[src/rtl/onehot_rr_arbiter.sv]
// onehot_rr_arbiter: 8-way round-robin arbiter with a registered one-hot grant.
// Define ARB_TIMEOUT_EN to revoke a grant after HOLD_MAX cycles and flag it on o_timeout_pulse.
module onehot_rr_arbiter #(
    parameter int HOLD_MAX = 16
) (
    input  logic       i_clk,
    input  logic       i_rst,
    input  logic [7:0] i_req,
    input  logic       i_done,
    output logic [7:0] o_grant,
    output logic [2:0] o_grant_bin,
    output logic       o_grant_valid,
    output logic       o_timeout_pulse
);
    typedef enum logic {S_IDLE, S_GRANT} state_t;

    state_t     r_state;
    logic [2:0] r_ptr;
    logic [2:0] w_win;
    logic       w_found;
    logic       w_timeout;
    logic       w_release;

    if (HOLD_MAX < 2 || HOLD_MAX > 255) begin : g_bad_hold_max
        $error("onehot_rr_arbiter: HOLD_MAX must be within 2..255");
    end

    // First set request at or above r_ptr, wrapping 7 -> 0.
    always_comb begin
        w_found = 1'b0;
        w_win   = r_ptr;
        for (int k = 0; k < 8; k++) begin
            if (!w_found && i_req[r_ptr + 3'(k)]) begin
                w_found = 1'b1;
                w_win   = r_ptr + 3'(k);
            end
        end
    end

`ifdef ARB_TIMEOUT_EN
    logic [7:0] r_hold_cnt;
    assign w_timeout = (r_hold_cnt == 8'(HOLD_MAX - 1)) && !i_done && i_req[o_grant_bin];
`else
    assign w_timeout       = 1'b0;
    assign o_timeout_pulse = 1'b0;
`endif

    assign w_release = i_done || !i_req[o_grant_bin] || w_timeout;

    always_ff @(posedge i_clk or posedge i_rst) begin
        if (i_rst) begin
            r_state         <= S_IDLE;
            r_ptr           <= 3'd0;
            o_grant         <= 8'h00;
            o_grant_bin     <= 3'd0;
            o_grant_valid   <= 1'b0;
`ifdef ARB_TIMEOUT_EN
            o_timeout_pulse <= 1'b0;
            r_hold_cnt      <= 8'd0;
`endif
        end else if (r_state == S_IDLE) begin
`ifdef ARB_TIMEOUT_EN
            o_timeout_pulse <= 1'b0;
            r_hold_cnt      <= 8'd0;
`endif
            if (w_found) begin
                r_state       <= S_GRANT;
                o_grant       <= 8'd1 << w_win;
                o_grant_bin   <= w_win;
                o_grant_valid <= 1'b1;
            end else begin
                o_grant       <= 8'h00;
                o_grant_valid <= 1'b0;
            end
        end else if (w_release) begin
            r_state         <= S_IDLE;
            r_ptr           <= o_grant_bin + 3'd1;
            o_grant         <= 8'h00;
            o_grant_valid   <= 1'b0;
`ifdef ARB_TIMEOUT_EN
            o_timeout_pulse <= w_timeout;
`endif
        end else begin
`ifdef ARB_TIMEOUT_EN
            r_hold_cnt      <= r_hold_cnt + 8'd1;
`endif
        end
    end
endmodule

[config.mk]
export PLATFORM = sky130hd
export DESIGN_NAME = onehot_rr_arbiter
export DESIGN_NICKNAME = d
export VERILOG_FILES = /design/src/rtl/onehot_rr_arbiter.sv
export SDC_FILE = /design/constraint.sdc
export NUM_CORES = 1
export LEC_CHECK = 0
export BUFFER_PORTS_ARGS = -buffer_cell sky130_fd_sc_hd__buf_2
export CAP_MARGIN = 20
export CORE_MARGIN = 4
export CORE_UTILIZATION = 30
export CTS_CLUSTER_DIAMETER = 60
export DETAILED_ROUTE_END_ITERATION = 12
export GPL_TIMING_DRIVEN = 0
export MAX_ROUTING_LAYER = met4
export SLEW_MARGIN = 10
export SYNTH_ARGS = -nofsm -noshare
export SYNTH_HDL_FRONTEND = slang
export SYNTH_SLANG_ARGS = --single-unit
[constraint.sdc]
create_clock -name i_clk -period 4.25 [get_ports i_clk]
set_input_delay 0.425 -clock i_clk [delete_from_list [all_inputs] [get_ports i_clk]]
set_output_delay 0.425 -clock i_clk [all_outputs]
set_load 0.01 [all_outputs]
=== Yosys cells after proc, flatten, opt, wreduce, memory -nomap -nowiden ===
Cells that the tools add are included.

* Equality and inequality tests: 1
* Magnitude comparators: 9
* Add/sub/neg operators: 8
* Muxes and demuxes: 41
* Shift-type cells: 1
* Bitwise operators: 1
* Reductions and logical operators: 18

{| class="wikitable"
|+ Operators with widths
! cell !! number
|-
| < comparator 3 x 4 -> 1 bit (second input constant) || 9
|-
| binary-select mux 1 bit (select 3 bit) || 9
|-
| 2-to-1 mux 8 bit || 3
|-
| 2-to-1 mux 1 bit || 22
|-
| 2-to-1 mux 3 bit || 7
|-
| adder 3 bit (second input constant) || 4
|-
| zero test 1 bit || 8
|-
| << shifter 1 x 3 -> 8 bit (first input constant) || 1
|-
| logical AND 1 bit || 7
|-
| adder 3 x 1 -> 3 bit (second input constant) || 2
|-
| adder 3 x 2 -> 3 bit (second input constant) || 2
|-
| AND reduction 2 bit || 2
|-
| inequality test 2 x 1 -> 1 bit (second input constant) || 1
|-
| logical OR 1 bit || 1
|-
| inverter 1 bit || 1
|}

* Register bits after elaboration: 16
* Input bits: 11
* Logic and storage cells: 84

=== Logic depth before layout (Yosys ltp) ===
* Depth in word-level cells: 27
* Mapped depth: 13

=== Least setup slack after synthesis ===
Ideal clock, no wire load.

* Path type: register to register
* Start: reg r_ptr[1]
* End: reg o_grant_bin[2]
* Period minus slack after synthesis: 3.252 ns
* Slack: 0.998 ns
* Cell stages (with the launch flop): 13
* Arrival: 3.127 ns
* Data required time: 4.125 ns
* Setup time: 0.125 ns
* Buffers on the path: 4
* Cells stage by stage: dfrtp_1 -> clkbuf_1 -> buf_2 -> inv_1 -> ha_1 -> buf_4 -> buf_4 -> mux4_2 -> mux2_2 -> a2bb2oi_1 -> a2bb2oi_1 -> o32a_2 -> mux2_2

* Cells in the longest elaborated chain, start to end: 25

{| class="wikitable"
|+ RTL lines
! item !! RTL line !! text
|-
| start: declaration || 18 || <nowiki>logic [2:0] r_ptr;</nowiki>
|-
| start signal: assignment || 77 || <nowiki>r_ptr <= o_grant_bin + 3'd1;</nowiki>
|-
| parallel branches: the longest is 25 deep, another holds adder 3 x 1 -> 3 bit || - ||
|-
| end signal: assignment || 69 || <nowiki>o_grant_bin <= w_win;</nowiki>
|-
| end: declaration || 11 || <nowiki>output logic [2:0] o_grant_bin,</nowiki>
|}

Parallel ways; which one is timed is not known. The select of a mux whose other input is x is not followed.
A chain may end at the register's enable or synchronous reset.

=== Worst setup path in the final report ===
* Start: reg r_ptr[1]
* End: reg o_grant[3]

* Cells in the longest elaborated chain, start to end: 27

{| class="wikitable"
|+ RTL lines
! item !! RTL line !! text
|-
| parallel branches: the longest is 25 deep, another holds adder 3 x 1 -> 3 bit || - ||
|-
| 2-to-1 mux 8 bit * || 66 || <nowiki>if (w_found) begin</nowiki>
|-
| 2-to-1 mux 8 bit * || 61 || <nowiki>end else if (r_state == S_IDLE) begin</nowiki>
|-
| end signal: assignment || 68 || <nowiki>o_grant <= 8'd1 << w_win;</nowiki>
|-
| end: declaration || 10 || <nowiki>output logic [7:0] o_grant,</nowiki>
|}

Mark *: on every way between the ends. The select of a mux whose other input is x is not followed.

==> out/summary.md <==
### Final layout
- number of nets in the final layout: 192
- antenna diode count: 0
- Cell Count, Final, Fillers Out: 247
- share of cells above drive strength 1: 0.328
- Layout Area Growth over Synthesis: 16.2%
- fill cell total of the finished layout: 518
- most common cell after layout, fill and taps aside: sky130_fd_sc_hd__buf_2
- most frequent cells in the layout: 24 x sky130_fd_sc_hd__buf_2, 16 x sky130_fd_sc_hd__dfrtp_1, 11 x sky130_fd_sc_hd__nand2_1

### Synth
- synthesis warning total: 0
- async set-reset flop share out of synthesis: 1.00
- mean area per synthesized cell: 10.6 µm²
- Cell variety after synth: 56
- most area-consuming cells after synthesis: sky130_fd_sc_hd__dfrtp_1 25%, sky130_fd_sc_hd__mux4_2 13%, sky130_fd_sc_hd__mux2i_1 5.0%, sky130_fd_sc_hd__mux4_1 5.0%, sky130_fd_sc_hd__a21oi_1 2.8%
- instance count of the mapped netlist: 150
- share of the yosys chip area belonging to registers: 0.252
- Seq cells post-synth: 16
- syn nets: 164
- most instantiated flip-flop cell in the synthesis netlist: sky130_fd_sc_hd__dfrtp_1
- post-synth top area share: 0.252
- summed instance area of the synthesized netlist: 0.00159 mm²
- count of flip-flops with a built-in enable after synthesis: 0
- top cell type by total area after synthesis: sky130_fd_sc_hd__dfrtp_1

### Setup path
- most numerous cell on the critical path: sky130_fd_sc_hd__buf_4
- nature of the critical path endpoint: register
- worst setup path end: o_grant[3]$_DFFE_PP0P_
- crit-path max FO: 10
- critical path data required time: 4.44 ns
- reg2reg path depth: 12
- first element of the critical path: r_ptr[1]$_DFFE_PP0P_
- library cell contributing the largest single delay on the critical path: sky130_fd_sc_hd__o32ai_1
- category of the critical setup timing path: register to register
- worst flop-to-flop path startpoint: r_ptr[1]$_DFFE_PP0P_
- Startpoint Class: register
- cell chain of the critical path: clkbuf_1 -> buf_2 -> inv_1 -> ha_1 -> buf_4 -> buf_4 -> mux4_2 -> mux2_2 -> o21ai_0 -> a2bb2oi_1 -> o32ai_1 -> a32o_1
- worst reg2reg path endpoint: o_grant[3]$_DFFE_PP0P_
- delay of the slowest cell on the worst path: 0.59 ns
- Data arrival, critical path: 3.93 ns
- worst setup slack for register-to-register paths: 0.51 ns

### Clocking
- post-cts sizing count: 0
- clock latency of the later-clocked register in the worst-skew pair: 0.25 ns
- number of buffers created by CTS: 3
- clock root buffer: sky130_fd_sc_hd__clkbuf_8
- Clock Tree Buf Depth: 2
- clock sink total: 16
- clock transition at the register clock pins on the worst setup and hold paths after CTS: 0.07 ns
- CTS H-tree depth: 1
- hold bufs inserted after CTS: 0
- clock tree from TritonCTS: built
- post-CTS setup-driven buffer insertion count: 0

### GRT
- vias in the first global route: 1,372
- global-route usage over all layers: 0.129
- wire length of the first global-routing pass: 6.62 mm
- total overflow reported by the global router: 0
- largest net degree at the start of global routing: 17
- number of antenna violations at the first check in global routing: 0

### Drt
- DRC errors left: 0
- routed via count divided by cell count: 5.28
- number of antenna-violating nets in the routed design: 0
- wire length per cell after detailed routing: 15.4 µm
- DR pass1 iterations: 4
- DRT Wirelength: 3.81 mm
- First DRT Iteration DRCs: 33
- via count: 1,304

### Timing
- setup repair after global routing missed its margin: false
- post-layout min period: 3.74 ns
- TNS Setup: 0 ns
- final worst clock skew: 0.00429 ns
- final setup violation count: 0
- pin slew with the least headroom to its limit: 0.669 ns
- final cycle utilization of the critical path: 0.881
- maximum clock frequency: 0.267 GHz
- Max Slew Vio Count: 0
- minimum hold slack: 0.236 ns
- relative slew slack: 0.553
- Final Hold Fails: 0

### Floorplanning
- vertical extent of the die: 80.8 µm
- overall die area: 0.00652 mm²
- row count: 26
- starting density of the core: 0.311
- core footprint: 0.00511 mm²
- IO Count: 24
- Chip Width: 80.8 µm

### Placement
- post-placement cell count: 242
- Buffers on Ports: 22
- weighted congestion at the end of routability-driven global placement: 0.879
- HPWL Detailed: 3.01 mm

### Outcome
- run status: complete, no violations

### Min path
- Worst Hold Class: primary input to asynchronous set/reset pin

### Flow run
- maxcap violations: 0

-- final cells by class --
cell class	count	area, µm²	share of cell area
buffer	8	50.0	0.0271
clock buffer	4	55.1	0.0298
inverter	5	21.3	0.0115
multi-input combinational	121	1120	0.605
sequential	16	400	0.217
tap	70	87.6	0.0475
timing repair buffer	23	115	0.0624
-- cells in the mapped netlist (3+ instances only) --
cell type,instances
sky130_fd_sc_hd__mux4_2,9
sky130_fd_sc_hd__o21ai_0,6
sky130_fd_sc_hd__o31ai_1,4
sky130_fd_sc_hd__nand2_1,11
sky130_fd_sc_hd__nand2b_1,3
sky130_fd_sc_hd__a32o_1,4
sky130_fd_sc_hd__mux2i_1,8
sky130_fd_sc_hd__dfrtp_1,16
sky130_fd_sc_hd__a211oi_1,4
sky130_fd_sc_hd__buf_4,3
sky130_fd_sc_hd__nor2_1,7
sky130_fd_sc_hd__o21ai_1,4
sky130_fd_sc_hd__mux4_1,3
sky130_fd_sc_hd__ha_1,3
sky130_fd_sc_hd__mux2_2,4
sky130_fd_sc_hd__inv_1,4
sky130_fd_sc_hd__a21oi_1,9
sky130_fd_sc_hd__xnor2_1,3
-- worst min path at each step --
stage | start | end | slack, ns | cells after the start
floorplan | i_rst | o_grant[0]$_DFFE_PP0P_ | 0.34 | 1
global placement | o_grant[6]$_DFFE_PP0P_ | o_grant[6]$_DFFE_PP0P_ | 0.46 | 2
detailed placement | o_grant[6]$_DFFE_PP0P_ | o_grant[6]$_DFFE_PP0P_ | 0.46 | 2
CTS | i_rst | o_grant[5]$_DFFE_PP0P_ | 0.26 | 2
global route | i_rst | o_grant[5]$_DFFE_PP0P_ | 0.28 | 2
finish | i_rst | o_grant[5]$_DFFE_PP0P_ | 0.24 | 2
-- logic make-up after synthesis --
logic type                 count (synthesis)  synth area share
AOI/OAI and AO/OA                         49             0.233
and+or+nand+nor                           36             0.129
muxes                                     27             0.287
DFF                                       16             0.252
buffers and inverters                     13            0.0449
xor gates and xnor gates                   5            0.0276
adders and majority gates                  3            0.0236
other                                      1           0.00236
-- worst max-delay path: cells and delay by family, from the launching register on --
kind                       cells  cell delay, ns
AOI/OAI and AO/OA              4            1.15
buffers and inverters          5            1.01
muxes                          2            0.89
DFF                            1            0.34
adders and majority gates      1            0.29
-- state kept, by name, summed over array words and instances (netlist names) --
register       flops
o_grant            8
o_grant_bin        3
r_ptr              3
o_grant_valid      1
r_state            1
-- stage by stage --
step	area, µm²	worst slack [ns]	util
2_1_floorplan	1590	0.998	-
3_3_place_gp	1790	0.527	0.350
3_5_place_dp	1790	0.472	0.350
4_1_cts	1840	0.462	0.360
5_1_grt	1850	0.181	0.361
6_report	1850	0.508	0.361
-- metal layers --
layer / up-vias / share of wire / track usage
met5: - / 0 / -
met4: 0 / 0.0021 / 0.0236
met1: 631 / 0.47 / 0.168
li1: 648 / - / -
met2: 23 / 0.51 / 0.223
met3: 2 / 0.023 / 0.00998
Power is not shown: default switching activity piles up to over one toggle a cycle in this logic, so the estimate is an artifact.
